**config.mk**
```make
export PLATFORM = sky130hd
export DESIGN_NAME = ll_head_ctrl
export DESIGN_NICKNAME = d
export VERILOG_FILES = /design/src/rtl/ll_head_ctrl.sv
export SDC_FILE = /design/constraint.sdc
export NUM_CORES = 1
export LEC_CHECK = 0
export ABC_AREA = 1
export BUFFER_PORTS_ARGS = -buffer_cell sky130_fd_sc_hd__buf_2
export CAP_MARGIN = 20
export CORE_MARGIN = 3
export CORE_UTILIZATION = 45
export CTS_BUF_LIST = sky130_fd_sc_hd__clkbuf_16
export DETAILED_ROUTE_END_ITERATION = 10
export GPL_TIMING_DRIVEN = 0
export PLACE_DENSITY = 0.75
export SLEW_MARGIN = 25
export SYNTH_ARGS = -nofsm -noshare
export SYNTH_HDL_FRONTEND = slang
export SYNTH_SLANG_ARGS = --single-unit
```
**constraint.sdc**
```tcl
create_clock -name clk_i -period 4.1 [get_ports clk_i]
set_input_delay 1.23 -clock clk_i [delete_from_list [all_inputs] [get_ports clk_i]]
set_output_delay 1.23 -clock clk_i [all_outputs]
set_load 0.02 [all_outputs]
```
**src/rtl/ll_head_ctrl.sv**
```systemverilog
// ll_head_ctrl: head-pointer controller for the linked-list engine.
// Runs PUSH (new node becomes head), POP (head unlinked, head <- head.next) and CLEAR one at a
// time. It writes/reads node next-pointers in the node table, drives head-table writes and keeps
// a shadow head pointer, valid flag and list length.
//
// Ports:
//   clk_i, rst_n_i               clock, asynchronous active-low reset
//   cmd_valid_i/cmd_ready_o      command handshake (ready only in idle)
//   cmd_op_i, cmd_ptr_i          00 NOP, 01 PUSH, 10 POP, 11 CLEAR; node pointer for PUSH
//   node_wr_*_o                  node-table next-field write
//   node_rd_en_o/_addr_o         node-table read request
//   node_rd_next_i/_val_i        read data, valid RD_LATENCY cycles after node_rd_en_o
//   ht_wr_en_o, ht_wr_data_ptr_o, ht_wr_data_ptr_val_o   head-table write (master side)
//   resp_valid_o/_ptr_o/_err_o   one-cycle completion pulse
//   head_ptr_o, head_val_o, len_o  shadow head state and list length
module ll_head_ctrl #(
  parameter int unsigned HEAD_PTR_WIDTH = 10,
  parameter int unsigned RD_LATENCY     = 2
) (
  input  logic                      clk_i,
  input  logic                      rst_n_i,
  input  logic                      cmd_valid_i,
  output logic                      cmd_ready_o,
  input  logic [1:0]                cmd_op_i,
  input  logic [HEAD_PTR_WIDTH-1:0] cmd_ptr_i,
  output logic                      node_wr_en_o,
  output logic [HEAD_PTR_WIDTH-1:0] node_wr_addr_o,
  output logic [HEAD_PTR_WIDTH-1:0] node_wr_next_o,
  output logic                      node_wr_next_val_o,
  output logic                      node_rd_en_o,
  output logic [HEAD_PTR_WIDTH-1:0] node_rd_addr_o,
  input  logic [HEAD_PTR_WIDTH-1:0] node_rd_next_i,
  input  logic                      node_rd_next_val_i,
  output logic                      ht_wr_en_o,
  output logic [HEAD_PTR_WIDTH-1:0] ht_wr_data_ptr_o,
  output logic                      ht_wr_data_ptr_val_o,
  output logic                      resp_valid_o,
  output logic [HEAD_PTR_WIDTH-1:0] resp_ptr_o,
  output logic                      resp_err_o,
  output logic [HEAD_PTR_WIDTH-1:0] head_ptr_o,
  output logic                      head_val_o,
  output logic [HEAD_PTR_WIDTH:0]   len_o
);

  localparam int unsigned W    = HEAD_PTR_WIDTH;
  localparam int unsigned CntW = $clog2(RD_LATENCY + 1);

  localparam logic [CntW-1:0] CntOne = CntW'(1);
  localparam logic [CntW-1:0] CntMax = CntW'(RD_LATENCY);
  localparam logic [W:0]      LenOne = {{W{1'b0}}, 1'b1};
  localparam logic [W:0]      LenMax = {1'b1, {W{1'b0}}};

  typedef enum logic [2:0] {
    StInit, StIdle, StPushWr, StPopRd, StPopWait, StPopUpd, StClrWr
  } state_e;

  state_e          r_state,    w_state_d;
  logic [W-1:0]    r_cmd_ptr,  w_cmd_ptr_d;
  logic [W-1:0]    r_head_ptr, w_head_ptr_d;
  logic            r_head_val, w_head_val_d;
  logic [W:0]      r_len,      w_len_d;
  logic [CntW-1:0] r_cnt,      w_cnt_d;
  logic [W-1:0]    r_nxt_ptr,  w_nxt_ptr_d;
  logic            r_nxt_val,  w_nxt_val_d;

  always_ff @(posedge clk_i or negedge rst_n_i) begin
    if (!rst_n_i) begin
      r_state    <= StInit;
      r_cmd_ptr  <= '0;
      r_head_ptr <= '0;
      r_head_val <= 1'b0;
      r_len      <= '0;
      r_cnt      <= '0;
      r_nxt_ptr  <= '0;
      r_nxt_val  <= 1'b0;
    end else begin
      r_state    <= w_state_d;
      r_cmd_ptr  <= w_cmd_ptr_d;
      r_head_ptr <= w_head_ptr_d;
      r_head_val <= w_head_val_d;
      r_len      <= w_len_d;
      r_cnt      <= w_cnt_d;
      r_nxt_ptr  <= w_nxt_ptr_d;
      r_nxt_val  <= w_nxt_val_d;
    end
  end

  always_comb begin
    w_state_d            = r_state;
    w_cmd_ptr_d          = r_cmd_ptr;
    w_head_ptr_d         = r_head_ptr;
    w_head_val_d         = r_head_val;
    w_len_d              = r_len;
    w_cnt_d              = r_cnt;
    w_nxt_ptr_d          = r_nxt_ptr;
    w_nxt_val_d          = r_nxt_val;
    cmd_ready_o          = 1'b0;
    node_wr_en_o         = 1'b0;
    node_wr_addr_o       = '0;
    node_wr_next_o       = '0;
    node_wr_next_val_o   = 1'b0;
    node_rd_en_o         = 1'b0;
    node_rd_addr_o       = '0;
    ht_wr_en_o           = 1'b0;
    ht_wr_data_ptr_o     = '0;
    ht_wr_data_ptr_val_o = 1'b0;
    resp_valid_o         = 1'b0;
    resp_ptr_o           = '0;
    resp_err_o           = 1'b0;

    unique case (r_state)
      StInit: begin
        // The state register sits in StInit throughout reset; gating keeps outputs at 0 then.
        ht_wr_en_o = rst_n_i;
        w_state_d  = StIdle;
      end
      StIdle: begin
        cmd_ready_o = 1'b1;
        if (cmd_valid_i) begin
          w_cmd_ptr_d = cmd_ptr_i;
          case (cmd_op_i)
            2'b01:   w_state_d = StPushWr;
            2'b10:   w_state_d = StPopRd;
            2'b11:   w_state_d = StClrWr;
            default: w_state_d = StIdle;
          endcase
        end
      end
      StPushWr: begin
        resp_valid_o = 1'b1;
        if (r_len == LenMax) begin
          resp_err_o = 1'b1;
        end else begin
          node_wr_en_o         = 1'b1;
          node_wr_addr_o       = r_cmd_ptr;
          node_wr_next_o       = r_head_ptr;
          node_wr_next_val_o   = r_head_val;
          ht_wr_en_o           = 1'b1;
          ht_wr_data_ptr_o     = r_cmd_ptr;
          ht_wr_data_ptr_val_o = 1'b1;
          resp_ptr_o           = r_cmd_ptr;
          w_head_ptr_d         = r_cmd_ptr;
          w_head_val_d         = 1'b1;
          w_len_d              = r_len + LenOne;
        end
        w_state_d = StIdle;
      end
      StPopRd: begin
        if (!r_head_val) begin
          resp_valid_o = 1'b1;
          resp_err_o   = 1'b1;
          w_state_d    = StIdle;
        end else begin
          node_rd_en_o   = 1'b1;
          node_rd_addr_o = r_head_ptr;
          w_cnt_d        = CntOne;
          w_state_d      = StPopWait;
        end
      end
      StPopWait: begin
        // r_cnt = cycles elapsed since the read strobe; data is valid when it hits RD_LATENCY.
        if (r_cnt == CntMax) begin
          w_nxt_ptr_d = node_rd_next_i;
          w_nxt_val_d = node_rd_next_val_i;
          w_cnt_d     = '0;
          w_state_d   = StPopUpd;
        end else begin
          w_cnt_d = r_cnt + CntOne;
        end
      end
      StPopUpd: begin
        ht_wr_en_o           = 1'b1;
        ht_wr_data_ptr_o     = r_nxt_ptr;
        ht_wr_data_ptr_val_o = r_nxt_val;
        resp_valid_o         = 1'b1;
        resp_ptr_o           = r_head_ptr;
        w_head_ptr_d         = r_nxt_ptr;
        w_head_val_d         = r_nxt_val;
        if (r_len != '0) w_len_d = r_len - LenOne;
        w_state_d = StIdle;
      end
      StClrWr: begin
        ht_wr_en_o   = 1'b1;
        resp_valid_o = 1'b1;
        w_head_ptr_d = '0;
        w_head_val_d = 1'b0;
        w_len_d      = '0;
        w_state_d    = StIdle;
      end
      default: w_state_d = StInit;
    endcase
  end

  assign head_ptr_o = r_head_ptr;
  assign head_val_o = r_head_val;
  assign len_o      = r_len;

endmodule

```
# Word level (Yosys, flattened, before mapping)
# Index checks and enable logic that the tools add are counted.
[word_totals] output_inout_bits=80 register_bits=48 input_bits=26 elab_cells=76
[classes] n_eq_ne=16 addsub=3 n_reduce_logical=13 n_mux=36
[op_table] cell="$mux 10" count=7
[op_table] cell="$pmux 10 s2" count=2
[op_table] cell="$pmux 11 s3" count=1
[op_table] cell="$pmux 10 s3" count=1
[op_table] cell="$mux 11" count=2
[op_table] cell="$pmux 3 s4" count=1
[op_table] cell="$add 11x1->11 const B" count=1
[op_table] cell="$eq 11x11->1 const B" count=1
[op_table] cell="$reduce_bool 11->1" count=1
[op_table] cell="$sub 11x1->11 const B" count=1
[op_table] cell="$mux 1" count=10
[op_table] cell="$ne 2x2->1 const B" count=5
[op_table] cell="$reduce_and 2->1" count=5
[op_table] cell="$eq 3x3->1 const B" count=3
[op_table] cell="$mux 3" count=3
[op_table] cell="$pmux 3 s3" count=1
[op_table] cell="$eq 2x2->1 const B" count=3
[op_table] cell="$eq 3x2->1 const B" count=2
[op_table] cell="$pmux 1 s2" count=3
[op_table] cell="$pmux 1 s3" count=2
[op_table] cell="$mux 2" count=2
[op_table] cell="$pmux 2 s2" count=1
[op_table] cell="$reduce_or 4->1" count=1
[op_table] cell="$eq 3x1->1 const B" count=1
[op_table] cell="8 further kinds" count=8

# Logic depth before layout (Yosys ltp)
[logic_depth] depth_word=4 depth_mapped=14 depth_no_buf=13

# Worst setup path before layout
# No wires, ideal clock.
[synth_timing] kind="register -> output" from="register r_len[8], in the netlist len_o[8]" to="output port resp_ptr_o[0]" t_arrival_ns=1.537 path_slack_ns=1.333 t_required_ns=2.870 path_buffers=1 stages_incl_launch_ff=9 path_cell_list="dfrtp_1 or2_1 nor2_2 nand2_1 nand2_1 inv_2 buf_6 nand2_2 o21ai_0"
[synth_via] elab_chain_cells=3
[synth_rtl] element="start, declared" line="61" text="logic [W:0] r_len, w_len_d;"
[synth_rtl] element="start signal, assigned" line="81" text="r_len <= w_len_d;"
[synth_rtl] element="$eq 11x11->1" line="131" text="if (r_len == LenMax) begin"
[synth_rtl] element="$mux 10" line="131"
[synth_rtl] element="$pmux 10 s2" line="111" text="unique case (r_state)"
[synth_rtl] element="end, declared" line="38" text="output logic [HEAD_PTR_WIDTH-1:0] resp_ptr_o,"
# No other way between the ends.

# Worst setup path in the final report
[layout_timing] from="input port rst_n_i" to="output port ht_wr_en_o"
[layout_via] elab_chain_cells=1
[layout_rtl] element="start, declared" line="21" text="input logic rst_n_i,"
[layout_rtl] element="$pmux 1 s3" line="111"
[layout_rtl] element="end, declared" line="34" text="output logic ht_wr_en_o,"
# No other way between the ends.

==> results.json <==
{
  "port_buffers": 105,
  "worst_ir_drop_vdd_uv": 354,
  "vias": 2841,
  "cp.arrival_ns": 2.18,
  "total_power_mw": 2.94,
  "diodes": 0,
  "synth_area_leaders": "dfrtp_1, nand2_1, mux2_4",
  "final-setup-viol-count": 0,
  "die_w_um": 89.0,
  "hold_viol": 0,
  "slowest_stage": "buf_4",
  "cp_num_buf_inv": 2,
  "ios": 106,
  "cts_tree": "done",
  "dp.cells": 569,
  "yosysTopAreaCell": "dfrtp_1",
  "track_usage_pct": 20.1,
  "layout_min_cycle_time_ns": 3.41,
  "slew_headroom_pct": 57.5,
  "p_switching_mw": 1.33,
  "initial_core_util_pct": 47.5,
  "p_int_mw": 1.61,
  "dp_hpwl_mm": 6.13,
  "gr-total-overflow": 0,
  "drt_iter0_drc": 124,
  "cts_resized": 0,
  "synth-warning-count": 0,
  "drv_cap": 0,
  "cp_top_family": "buffers and inverters",
  "fillCellCount": 595,
  "cts_hold_buf": 0,
  "drt-total-wl_mm": 8.07,
  "async_flop_share_pct": 100,
  "ant_nets": 0,
  "switching_share_pct": 45.4,
  "maxSlewViolCount": 0,
  "synth_common_cells": "nand2_1, dfrtp_1, inv_1",
  "grt_pass1_wl_mm": 12.5,
  "cts_root_buffer": "clkbuf_16",
  "p_comb_share_pct": 54.0,
  "drt_first_pass_iters": 5,
  "final_area_um2": 3890,
  "synth_fp_nets": 424,
  "synth_area_um2": 3100,
  "cp.required_ns": 2.87,
  "powerDensity_nw_per_um2": 755,
  "rsz0062_at_grt": "no",
  "ys_ff_latch": 48,
  "synthCells": 387,
  "fin_util_pct": 59.6,
  "preCtsSetupSlack_ns": 0.669,
  "die_height_um": 89.0,
  "fin_ws_ns": 0.693,
  "finalSetupTns_ns": 0,
  "cts_buffers": 5,
  "layout-drive-gt1-share_pct": 34.8,
  "htree_levels": 2,
  "avgSynthCellArea_um2": 8.01,
  "cpPeakStageDelay_ns": 0.50,
  "tightest_slew_ns": 0.637,
  "crit_path_end_kind": "primary output",
  "synth_ff_type": "dfrtp_1",
  "clk_pin_slew_ns": 0.06,
  "crit_type": "input port to primary output",
  "finalClockSkew_ns": 0.00764,
  "fin_crit_sh_pct": 83.1,
  "stdcell_count": 577,
  "nets": 536,
  "antenna_found_initial": 0,
  "crit_path_max_fanout": 49,
  "status": "complete, no violations",
  "viasPerCell": 4.92,
  "placed_area_um2": 3730,
  "seq_power_share_pct": 30.5,
  "clockBufferDepth": 2,
  "r2r-start": "r_state[1]$_DFFE_PN0P_",
  "avgRoutedWirePerCell_um": 14.0,
  "seq_area_frac_synth_pct": 38.7,
  "cts_setup_buffers": 0,
  "hold_path_class": "register to register",
  "yosysMostFrequentCell": "nand2_1",
  "netlist.area_leader.share_pct": 38.7,
  "fin_hold_ws_ns": 0.506,
  "min-delay-start": "head_ptr_o[8]$_DFFE_PN0P_",
  "dieArea_um2": 7920,
  "startpoint_type": "input port",
  "drc_errors": 0,
  "setup.worst_path.start": "rst_n_i",
  "clkSinkCount": 48,
  "first_global_vias": 2617,
  "fmax_mhz": 294,
  "core_area_um2": 6530,
  "row_count": 29,
  "grt_max_degree": 50,
  "p_clk_share_pct": 15.5,
  "synth-edff-count": 0,
  "crit_chain": "buf_4 > nand3_1 > nand2_1 > buf_2",
  "synth.distinct_cells": 36,
  "area_growth_syn_to_layout_pct": 25.5,
  "p_leak_nw": 2.39,
  "place.gp.congestion": 0.862,
  "clock_latency_ns": 0.29
}
[routing by layer]
layer  track usage, %  wire [µm]
met2             33.3       3910
met3             3.41        389
met1             27.8       3720
met5                0          0
met4             4.60         59
[layout by cell type (no fill, tap or decap), types with 2 or more instances in the layout]
master	count
mux2_2	3
mux2_4	17
o21ai_1	12
clkbuf_16	5
xnor2_1	3
nand3b_1	2
inv_1	48
o21ai_0	14
buf_6	5
nor2_2	3
nand3_4	3
nand3_1	20
nor3_1	2
nor2_1	43
nand2_2	12
nand2_1	105
buf_2	107
ha_1	10
xor2_1	2
nand3_2	4
a21oi_1	6
or2_2	2
inv_2	6
dfrtp_1	48
nand4_1	2
[state kept, by name, indices dropped and copies added (netlist names)]
signal / cells
r_state: 3
r_cmd_ptr: 10
r_nxt_ptr: 10
r_cnt: 2
head_val_o: 1
r_nxt_val: 1
len_o: 11
head_ptr_o: 10
[kinds of logic after synthesis]
logic type                 synth area share, %
and+or+nand+nor                           30.6
buffers and inverters                     8.95
DFF                                       38.7
AOI/OAI and AO/OA                         6.33
muxes                                     9.32
adders and majority gates                 4.68
xor gates and xnor gates                  1.41
[cell type report]
type / instances / area, µm² / area share, %
buffer: 9 / 75.1 / 1.93
clock buffer: 5 / 125 / 3.21
clock inverter: 3 / 42.5 / 1.09
inverter: 54 / 203 / 5.21
multi-input combinational: 276 / 1620 / 41.7
sequential: 48 / 1200 / 30.8
tap: 77 / 96.3 / 2.47
timing repair buffer: 105 / 528 / 13.6
[worst paths after layout]
kind / endpoint / slack (ns) / depth (start not counted)
setup / recovery: ht_wr_en_o / 0.69 / 4
hold / removal: head_ptr_o[8]$_DFFE_PN0P_ / 0.51 / 2
setup reg to reg: len_o[7]$_DFFE_PN0P_ / 1.63 / 11
hold reg to reg: head_ptr_o[8]$_DFFE_PN0P_ / 0.51 / 2
max in group asynchronous: len_o[3]$_DFFE_PN0P_ / 2.71 / 1
min in group asynchronous: head_ptr_o[8]$_DFFE_PN0P_ / 0.97 / 1
[worst min-delay path, cell delays in order (launching register included)]
cell     delay [ns]
dfrtp_1        0.36
nand2_1        0.06
nand3_1        0.06
[power by group through the flow]
| stage | Sequential, mW | Combinational, mW | Clock, mW |
|---|---|---|---|
| 2_1_floorplan | 0.971 | 1.06 | 0 |
| 3_3_place_gp | 0.888 | 1.55 | 0 |
| 3_5_place_dp | 0.899 | 1.59 | 0 |
| 4_1_cts | 0.894 | 1.60 | 0.468 |
| 5_1_grt | 0.927 | 1.76 | 0.486 |
| 6_report | 0.897 | 1.59 | 0.457 |
Note: power is estimated with default switching activity, not from simulation.
